File: src/rtl/mc_pkg.sv
// Shared types and constants for the multi-cycle MIPS control unit:
// FSM states, opcode/func fields, ALU encodings and the decoded control bundle.
package mc_pkg;

    typedef enum logic [2:0] {
        ST_IF  = 3'd0,
        ST_ID  = 3'd1,
        ST_EX  = 3'd2,
        ST_MEM = 3'd3,
        ST_WB  = 3'd4
    } state_t;

    localparam logic [5:0] OP_RTYPE = 6'b000000;
    localparam logic [5:0] OP_ORI   = 6'b001101;
    localparam logic [5:0] OP_LUI   = 6'b001111;
    localparam logic [5:0] OP_LW    = 6'b100011;
    localparam logic [5:0] OP_SW    = 6'b101011;
    localparam logic [5:0] OP_BEQ   = 6'b000100;
    localparam logic [5:0] OP_J     = 6'b000010;

    localparam logic [5:0] FN_ADDU  = 6'b100001;
    localparam logic [5:0] FN_SUBU  = 6'b100011;
    localparam logic [5:0] FN_AND   = 6'b100100;
    localparam logic [5:0] FN_OR    = 6'b100101;
    localparam logic [5:0] FN_SLT   = 6'b101010;

    localparam logic [2:0] ALU_ADD  = 3'b000;
    localparam logic [2:0] ALU_SUB  = 3'b001;
    localparam logic [2:0] ALU_AND  = 3'b010;
    localparam logic [2:0] ALU_OR   = 3'b011;
    localparam logic [2:0] ALU_SLT  = 3'b100;
    localparam logic [2:0] ALU_LUI  = 3'b101;

    typedef struct packed {
        logic       regDst;
        logic       aluSrc;
        logic       memtoReg;
        logic       extOp;
        logic [2:0] aluCtr;
        logic       isLoad;
        logic       isStore;
        logic       isBranch;
        logic       isJump;
    } ctrl_t;

    localparam ctrl_t CTRL_NONE = '0;

endpackage

File: src/rtl/mc_decode.sv
// Combinational instruction decoder: op/func to control bundle plus illegal flag.
module mc_decode
    import mc_pkg::*;
(
    input  logic [5:0] i_op,
    input  logic [5:0] i_func,
    output ctrl_t      o_ctrl,
    output logic       o_illegal
);

    always_comb begin
        o_ctrl    = CTRL_NONE;
        o_illegal = 1'b0;
        case (i_op)
            OP_RTYPE: begin
                o_ctrl.regDst = 1'b1;
                case (i_func)
                    FN_ADDU: o_ctrl.aluCtr = ALU_ADD;
                    FN_SUBU: o_ctrl.aluCtr = ALU_SUB;
                    FN_AND:  o_ctrl.aluCtr = ALU_AND;
                    FN_OR:   o_ctrl.aluCtr = ALU_OR;
                    FN_SLT:  o_ctrl.aluCtr = ALU_SLT;
                    default: begin
                        o_ctrl    = CTRL_NONE;
                        o_illegal = 1'b1;
                    end
                endcase
            end
            OP_ORI: begin
                o_ctrl.aluSrc = 1'b1;
                o_ctrl.aluCtr = ALU_OR;
            end
            OP_LUI: begin
                o_ctrl.aluSrc = 1'b1;
                o_ctrl.aluCtr = ALU_LUI;
            end
            OP_LW: begin
                o_ctrl.aluSrc   = 1'b1;
                o_ctrl.extOp    = 1'b1;
                o_ctrl.memtoReg = 1'b1;
                o_ctrl.isLoad   = 1'b1;
                o_ctrl.aluCtr   = ALU_ADD;
            end
            OP_SW: begin
                o_ctrl.aluSrc  = 1'b1;
                o_ctrl.extOp   = 1'b1;
                o_ctrl.isStore = 1'b1;
                o_ctrl.aluCtr  = ALU_ADD;
            end
            OP_BEQ: begin
                o_ctrl.isBranch = 1'b1;
                o_ctrl.aluCtr   = ALU_SUB;
            end
            OP_J:    o_ctrl.isJump = 1'b1;
            default: o_illegal = 1'b1;
        endcase
    end

endmodule

File: src/rtl/mc_controller.sv
// Multi-cycle MIPS control FSM (IF/ID/EX/MEM/WB) with memory-ready handshake
// and cycle / retired-instruction counters.
module mc_controller
    import mc_pkg::*;
#(
    parameter int CNT_W = 32
)
(
    input  logic             clk,
    input  logic             rst,
    input  logic [5:0]       op,
    input  logic [5:0]       func,
    input  logic             Zero,
    input  logic             mem_rdy,
    output logic             PCWr,
    output logic             IRWr,
    output logic             Branch,
    output logic             Jump,
    output logic             RegDst,
    output logic             ALUSrc,
    output logic             MemtoReg,
    output logic             RegWr,
    output logic             MemWr,
    output logic             ExtOp,
    output logic [2:0]       ALUctr,
    output logic             illegal,
    output logic [2:0]       state,
    output logic [CNT_W-1:0] cycle_cnt,
    output logic [CNT_W-1:0] instret
);

    state_t           r_state;
    ctrl_t            r_dec;
    logic             r_decIllegal;
    logic [CNT_W-1:0] r_cycleCnt;
    logic [CNT_W-1:0] r_instret;

    state_t w_next;
    ctrl_t  w_dec;
    logic   w_decIllegal;
    logic   w_pcWr, w_irWr, w_branch, w_jump, w_regWr, w_memWr, w_illegal;
    logic   w_static;
    logic   w_unusedZero;

    // Zero only steers the datapath's next-PC mux; the controller never looks at it.
    assign w_unusedZero = Zero;

    mc_decode u_decode (
        .i_op      (op),
        .i_func    (func),
        .o_ctrl    (w_dec),
        .o_illegal (w_decIllegal)
    );

    always_ff @(posedge clk or negedge rst) begin
        if (!rst) begin
            r_state      <= ST_IF;
            r_dec        <= CTRL_NONE;
            r_decIllegal <= 1'b0;
            r_cycleCnt   <= '0;
            r_instret    <= '0;
        end else begin
            r_state    <= w_next;
            r_cycleCnt <= r_cycleCnt + CNT_W'(1);
            if (r_state == ST_ID) begin
                r_dec        <= w_dec;
                r_decIllegal <= w_decIllegal;
            end
            if (w_pcWr && !w_illegal) begin
                r_instret <= r_instret + CNT_W'(1);
            end
        end
    end

    always_comb begin
        w_next    = r_state;
        w_pcWr    = 1'b0;
        w_irWr    = 1'b0;
        w_branch  = 1'b0;
        w_jump    = 1'b0;
        w_regWr   = 1'b0;
        w_memWr   = 1'b0;
        w_illegal = 1'b0;
        w_static  = 1'b0;
        case (r_state)
            ST_IF: begin
                w_irWr = mem_rdy;
                if (mem_rdy) w_next = ST_ID;
            end
            ST_ID: w_next = ST_EX;
            ST_EX: begin
                w_static = 1'b1;
                if (r_decIllegal) begin
                    w_pcWr    = 1'b1;
                    w_illegal = 1'b1;
                    w_next    = ST_IF;
                end else if (r_dec.isBranch) begin
                    w_pcWr   = 1'b1;
                    w_branch = 1'b1;
                    w_next   = ST_IF;
                end else if (r_dec.isJump) begin
                    w_pcWr = 1'b1;
                    w_jump = 1'b1;
                    w_next = ST_IF;
                end else if (r_dec.isLoad || r_dec.isStore) begin
                    w_next = ST_MEM;
                end else begin
                    w_next = ST_WB;
                end
            end
            ST_MEM: begin
                w_static = 1'b1;
                if (r_dec.isStore) begin
                    w_memWr = mem_rdy;
                    w_pcWr  = mem_rdy;
                end
                if (mem_rdy) w_next = r_dec.isStore ? ST_IF : ST_WB;
            end
            ST_WB: begin
                w_static = 1'b1;
                w_regWr  = 1'b1;
                w_pcWr   = 1'b1;
                w_next   = ST_IF;
            end
            default: w_next = ST_IF;
        endcase
    end

    // Gating with rst makes every output drop the instant reset asserts, even IRWr in IF.
    assign PCWr      = rst & w_pcWr;
    assign IRWr      = rst & w_irWr;
    assign Branch    = rst & w_branch;
    assign Jump      = rst & w_jump;
    assign RegWr     = rst & w_regWr;
    assign MemWr     = rst & w_memWr;
    assign illegal   = rst & w_illegal;
    assign RegDst    = rst & w_static & r_dec.regDst;
    assign ALUSrc    = rst & w_static & r_dec.aluSrc;
    assign MemtoReg  = rst & w_static & r_dec.memtoReg;
    assign ExtOp     = rst & w_static & r_dec.extOp;
    assign ALUctr    = (rst && w_static) ? r_dec.aluCtr : ALU_ADD;
    assign state     = r_state;
    assign cycle_cnt = r_cycleCnt;
    assign instret   = r_instret;

endmodule
File: config.mk
export PLATFORM = sky130hd
export DESIGN_NAME = mc_controller
export DESIGN_NICKNAME = d
export VERILOG_FILES = /design/src/rtl/mc_pkg.sv /design/src/rtl/mc_decode.sv /design/src/rtl/mc_controller.sv
export SDC_FILE = /design/constraint.sdc
export NUM_CORES = 1
export LEC_CHECK = 0
export CORE_AREA = 3 3 105 97
export DETAILED_ROUTE_END_ITERATION = 8
export DIE_AREA = 0 0 108 100
export GPL_TIMING_DRIVEN = 0
export PLACE_DENSITY = 0.8
export REMOVE_ABC_BUFFERS = 1
export SKIP_CTS_REPAIR_TIMING = 1
export SLEW_MARGIN = 20
export SYNTH_ARGS = -nofsm -noshare
export SYNTH_HDL_FRONTEND = slang
export SYNTH_SLANG_ARGS = --single-unit
File: constraint.sdc
create_clock -name clk -period 1.5 [get_ports clk]
set_input_delay 0.15 -clock clk [delete_from_list [all_inputs] [get_ports clk]]
set_output_delay 0.15 -clock clk [all_outputs]
set_load 0.02 [all_outputs]
## Word level (Yosys, flattened, before mapping)

Cells that the tools add are included.

- Word-level logic and storage cells: 95
- ROM bits: 0
- Output and inout port bits: 81
- Memories: 0
- Bits in registers: 79
- Input bits: 16
- Latch bits: 0
- Memory bits (writable): 0

- Multipliers: 0
- Magnitude comparators: 0
- Shift-type cells: 0
- $add $sub $neg: 2
- Divide/modulo/power cells: 0
- Bitwise operators: 12
- Multiplexer cells: 39
- Reductions and logical operators: 12
- Eq/ne operators: 17

Operators by type and width:

| kind | number |
|---|---|
| adder 32 x 1 -> 32 bit, second input constant | 2 |
| equality test 6 bit, second input constant | 7 |
| case mux 3 bit (4 select lines) | 3 |
| 2-to-1 mux 3 bit | 8 |
| 2-to-1 mux 1 bit | 22 |
| bitwise AND 1 bit | 12 |
| equality test 6 x 4 -> 1 bit, second input constant | 2 |
| case mux 1 bit (2 select lines) | 4 |
| equality test 3 x 2 -> 1 bit, second input constant | 2 |
| equality test 6 x 2 -> 1 bit, second input constant | 1 |
| equality test 6 x 3 -> 1 bit, second input constant | 1 |
| zero test 6 bit | 1 |
| OR reduction 6 bit | 1 |
| OR reduction 5 bit | 1 |
| 2-to-1 mux 4 bit | 1 |
| != test 2 bit, second input constant | 2 |
| OR reduction 4 bit | 1 |
| equality test 3 x 1 -> 1 bit, second input constant | 1 |
| equality test 3 bit, second input constant | 1 |
| zero test 3 bit | 1 |
| case mux 1 bit (3 select lines) | 1 |
| OR reduction 3 bit | 1 |
| logical AND 1 bit | 2 |
| AND reduction 2 bit | 1 |
| 3 further kinds | 3 |

## Longest topological paths before layout

- Depth in word-level cells: 6
- Gate-level depth with buffers: 7
- Gate-level depth less buffers: 5

## By module

From an unflattened synthesis, not the netlist that was laid out.

- Cell total of the unflattened synthesis: 363
- Area, all modules: 3922.5 um^2

By module, submodules not included:

| module | seq. area each (um^2) | cells each | area an instance (um^2) | instances |
|---|---|---|---|---|
| mc_controller | 1976.9 | 320 | 3652.3 | 1 |
| mc_decode | 0.0 | 43 | 270.3 | 1 |

## Worst setup path after synthesis

OpenSTA, ideal clock, no wires.

- Path type: reg-to-output
- Start: register r_state[0] (netlist: state[0])
- End: output Jump
- Stages on the path, launching flop included: 5
- Required time: 1.350 ns
- Buffers on the path: 1
- Setup slack: -0.366 ns
- Arrival: 1.716 ns
- Cells stage by stage: dfrtp_1 buf_2 nor3b_4 nand2_1 nor4b_1

- Longest elaborated chain between the ends: 3

Ends and longest elaborated chain:

| element | RTL line | text |
|---|---|---|
| start, declared | mc_controller.sv:32 | `state_t r_state;` |
| start signal, assigned | mc_controller.sv:63 | `r_state <= w_next;` |
| equality test 3 x 2 -> 1 bit | mc_controller.sv:85 | `case (r_state)` |
| 2-to-1 mux 1 bit | mc_controller.sv:85 |  |
| bitwise AND 1 bit | mc_controller.sv:133 | `assign Jump = rst & w_jump;` |
| end, declared | mc_controller.sv:18 | `output logic Jump,` |

Every way passes these cells.

## Worst setup path after layout

- Start: register r_state[2] (netlist: state[2])
- End: register r_instret[22] (netlist: instret[22])

- Longest elaborated chain between the ends: 4
- Elaborated cells between the ends (all ways): 7
- Those cells by class: eq/ne (3); mux (2); reduce/logical (2)

Ends and longest elaborated chain:

| element | RTL line | text |
|---|---|---|
| equality test 3 x 2 -> 1 bit | mc_controller.sv:85 |  |
| 2-to-1 mux 1 bit | mc_controller.sv:85 |  |
| zero test 1 bit | mc_controller.sv:69 | `if (w_pcWr && !w_illegal) begin` |
| logical AND 1 bit (*) | mc_controller.sv:69 |  |
| end signal, assigned | mc_controller.sv:70 | `r_instret <= r_instret + CNT_W'(1);` |
| end, declared | mc_controller.sv:36 | `logic [CNT_W-1:0] r_instret;` |

Mark *: on every way between the ends. The rest lies on a longest branch, timed or not.
A chain may end at the register's enable or synchronous reset.

==> results.toml <==
[yosys]
async_flop_share_pct = 100
netlist_top_cells_area = "dfrtp_1, xnor2_1, xor2_1"
syn_area_um2 = 4090
synthFlopType = "dfrtp_1"
synth_edf_count = 0
ys_warn_count = 0
yosysMostFrequentCell = "dfrtp_1"
synth.distinct_cells = 53
synth_top_area_cell = "dfrtp_1"
postSynthAreaPerCell_um2 = 10.9
ys_ff_latch = 78
synthTopCellsByCount = "dfrtp_1, xnor2_1, xor2_1"
synth_cells = 376
synth_seq_area_share_pct = 47.7
synth_top_cell_area_share_pct = 47.7

[floorplanning]
core.rowCount = 33
pin_count = 97
fp.coreArea_um2 = 9130
die_h_um = 100
start_util_pct = 44.8
die_w_um = 108
dieArea_um2 = 10800

[grt]
antenna_found_initial = 0
grt_pass1_wl_um = 15700
overflow = 0
grt_max_degree = 47
track_usage_pct = 17.7
grt_pass1_vias = 3313

[drt]
drtAntennaViolNets = 0
drtIter0Drc = 175
via_per_inst = 5.66
drc = 0
wl_met3_um = 529
wl_um = 11200
wl_met2_um = 5890
vias = 3574
top_layer = "met4"
dr.pass1.iters = 4
wl_met1_um = 4600
wl_per_cell_um = 17.7

[timing]
finalSetupViolations = 48
max_freq_ghz = 0.509
hold_violations = 36
fin_crit_sh_pct = 131
report.final.slew_viol_count = 0
fin_crit_ns = 1.96
relSlewSlack_pct = 62.8
fin_skew_ns = 0.00691
layout_setup_ws_ns = -0.465
rsz0062_at_grt = "yes"
hold_ws_ns = -0.234
worst_pin_slew_ns = 0.556

[worst_setup_path]
cp-startpoint = "state[2]"
regToRegStartpoint = "state[2]"
worstPathRequired_ns = 1.76
critPathKind = "reg2reg"
critPathArrivalTime_ns = 2.23
startpoint_type = "register"
end_kind = "register"
crit_fanout = 8

[final_layout]
instances_no_fill = 632
n_antenna_cell = 0
layout-drive-gt1-share_pct = 24.5
fin_nets = 523
fin_util_pct = 68.6
syn_to_final_growth_pct = 53.0

[place]
routabilityCongestion = 0.917
portBuffers = 95
pre_cts_ws_ns = -0.780
place_inst = 582
dp_hpwl_um = 6810

[power_and_ir_drop]
power.leakage_uw = 0.00313
sw_frac_of_total_pct = 32.9
power_frac_clock_pct = 28.9
power_frac_seq_pct = 39.6
power.density_nw_per_um2 = 980
combPwrFrac_pct = 31.5
p_total_uw = 6130
power.switching_uw = 2020
ir_drop_uv = 820
internal_power_uw = 4120

[flow_run]
maxCapViolations = 0

[clocking]
clock_latency_ns = 0.34
clock_sinks = 78
htreeDepth = 3
clk_path_buf_depth = 2
cts.clk_slew.worst_paths_ns = 0.08
cts_buffers = 9
cts_tree = "built"
root_buffer = "clkbuf_8"

[hold_path]
holdCritPathClass = "in2async"

[run_status]
failed_checks = "hold timing, setup timing"
outcome = "complete, but fails checks"
## worst max-delay path: stages (launching register included)
cell and delay, ns:
dfrtp_2 0.47, and2b_4 0.32, buf_12 0.13, a41oi_4 0.17
buf_4 0.23, a2111oi_4 0.37, xor2_1 0.20
## logic make-up after synthesis
logic type,count (synthesis),synth area share (%)
compound gates,59,13.1
xor+xnor,62,13.3
fa+ha+maj,2,0.612
buf+inv,22,2.54
flops,78,47.7
mux,2,0.551
simple gates,151,22.2
## state kept, by name (all words and copies together) (netlist names)
signal	count
r_decIllegal	1
r_dec	10
cycle_cnt	32
state	3
instret	32
## power groups by stage
| stage | clock network [µW] | logic [µW] | registers [µW] |
|---|---|---|---|
| 2_1_floorplan | 0 | 603 | 2520 |
| 3_3_place_gp | 0 | 1120 | 2470 |
| 3_5_place_dp | 0 | 1170 | 2480 |
| 4_1_cts | 1810 | 1170 | 2440 |
| 5_1_grt | 1900 | 2050 | 2450 |
| 6_report | 1770 | 1930 | 2430 |
## layout by cell type, fill, tap and decap left out, types with 3 or more instances in the layout
master and n:
a2111oi_4 13, a211oi_2 4, a21oi_1 6, a22o_1 3
a41oi_4 3, and2_1 11, and2_4 3, and3_1 14
and4_1 12, and4_4 3, buf_12 3, buf_4 32
buf_6 11, clkbuf_8 10, clkdlybuf4s50_1 9, dfrtp_1 70
dfrtp_2 8, dlymetal6s2s_1 71, inv_1 7, nand2_1 24
nand2b_1 5, nand3_1 20, nand4_1 15, nor2_1 10
nor2_4 5, nor3_1 3, nor3b_1 3, o2111ai_1 3
o211ai_1 4, o21ai_1 6, xnor2_1 37, xor2_1 25
## stage by stage
step                instance area [µm²]  setup TNS, ns
finish                             6260         -14.83
global route                       6260         -19.53
global placement                   5110        -277.99
detailed placement                 5170         -34.81
floorplan                          4010         -18.85
CTS                                5400         -43.31
## area by class of cell
| class | count | area [µm²] |
|---|---|---|
| fillers | 648 | 2870 |
| repair buffers | 130 | 1460 |
| inverters | 7 | 26.3 |
| well taps | 122 | 153 |
| clock inverters | 5 | 81.3 |
| clock buffers | 11 | 141 |
| multi-input cells | 279 | 2440 |
| flip-flops and latches | 78 | 1960 |
## worst paths after layout
| check | endpoint | slack, ns | cells past startpoint |
|---|---|---|---|
| max reg2reg | instret[22] | -0.46 | 6 |
| max | instret[22] | -0.46 | 6 |
| min reg2reg | cycle_cnt[31] | 0.47 | 1 |
| min | instret[19] | -0.23 | 1 |
| max in group asynchronous | state[2] | 1.12 | 2 |
| min in group clk | r_dec[2] | 0.22 | 2 |
## metal layers
layer	GRT usage (%)	vias up
met5	0	-
met4	5.83	0
met3	3.92	25
met2	30.6	107
met1	22.0	1787
li1	-	1655
No activity file was read; power rests on OpenSTA's default activity.
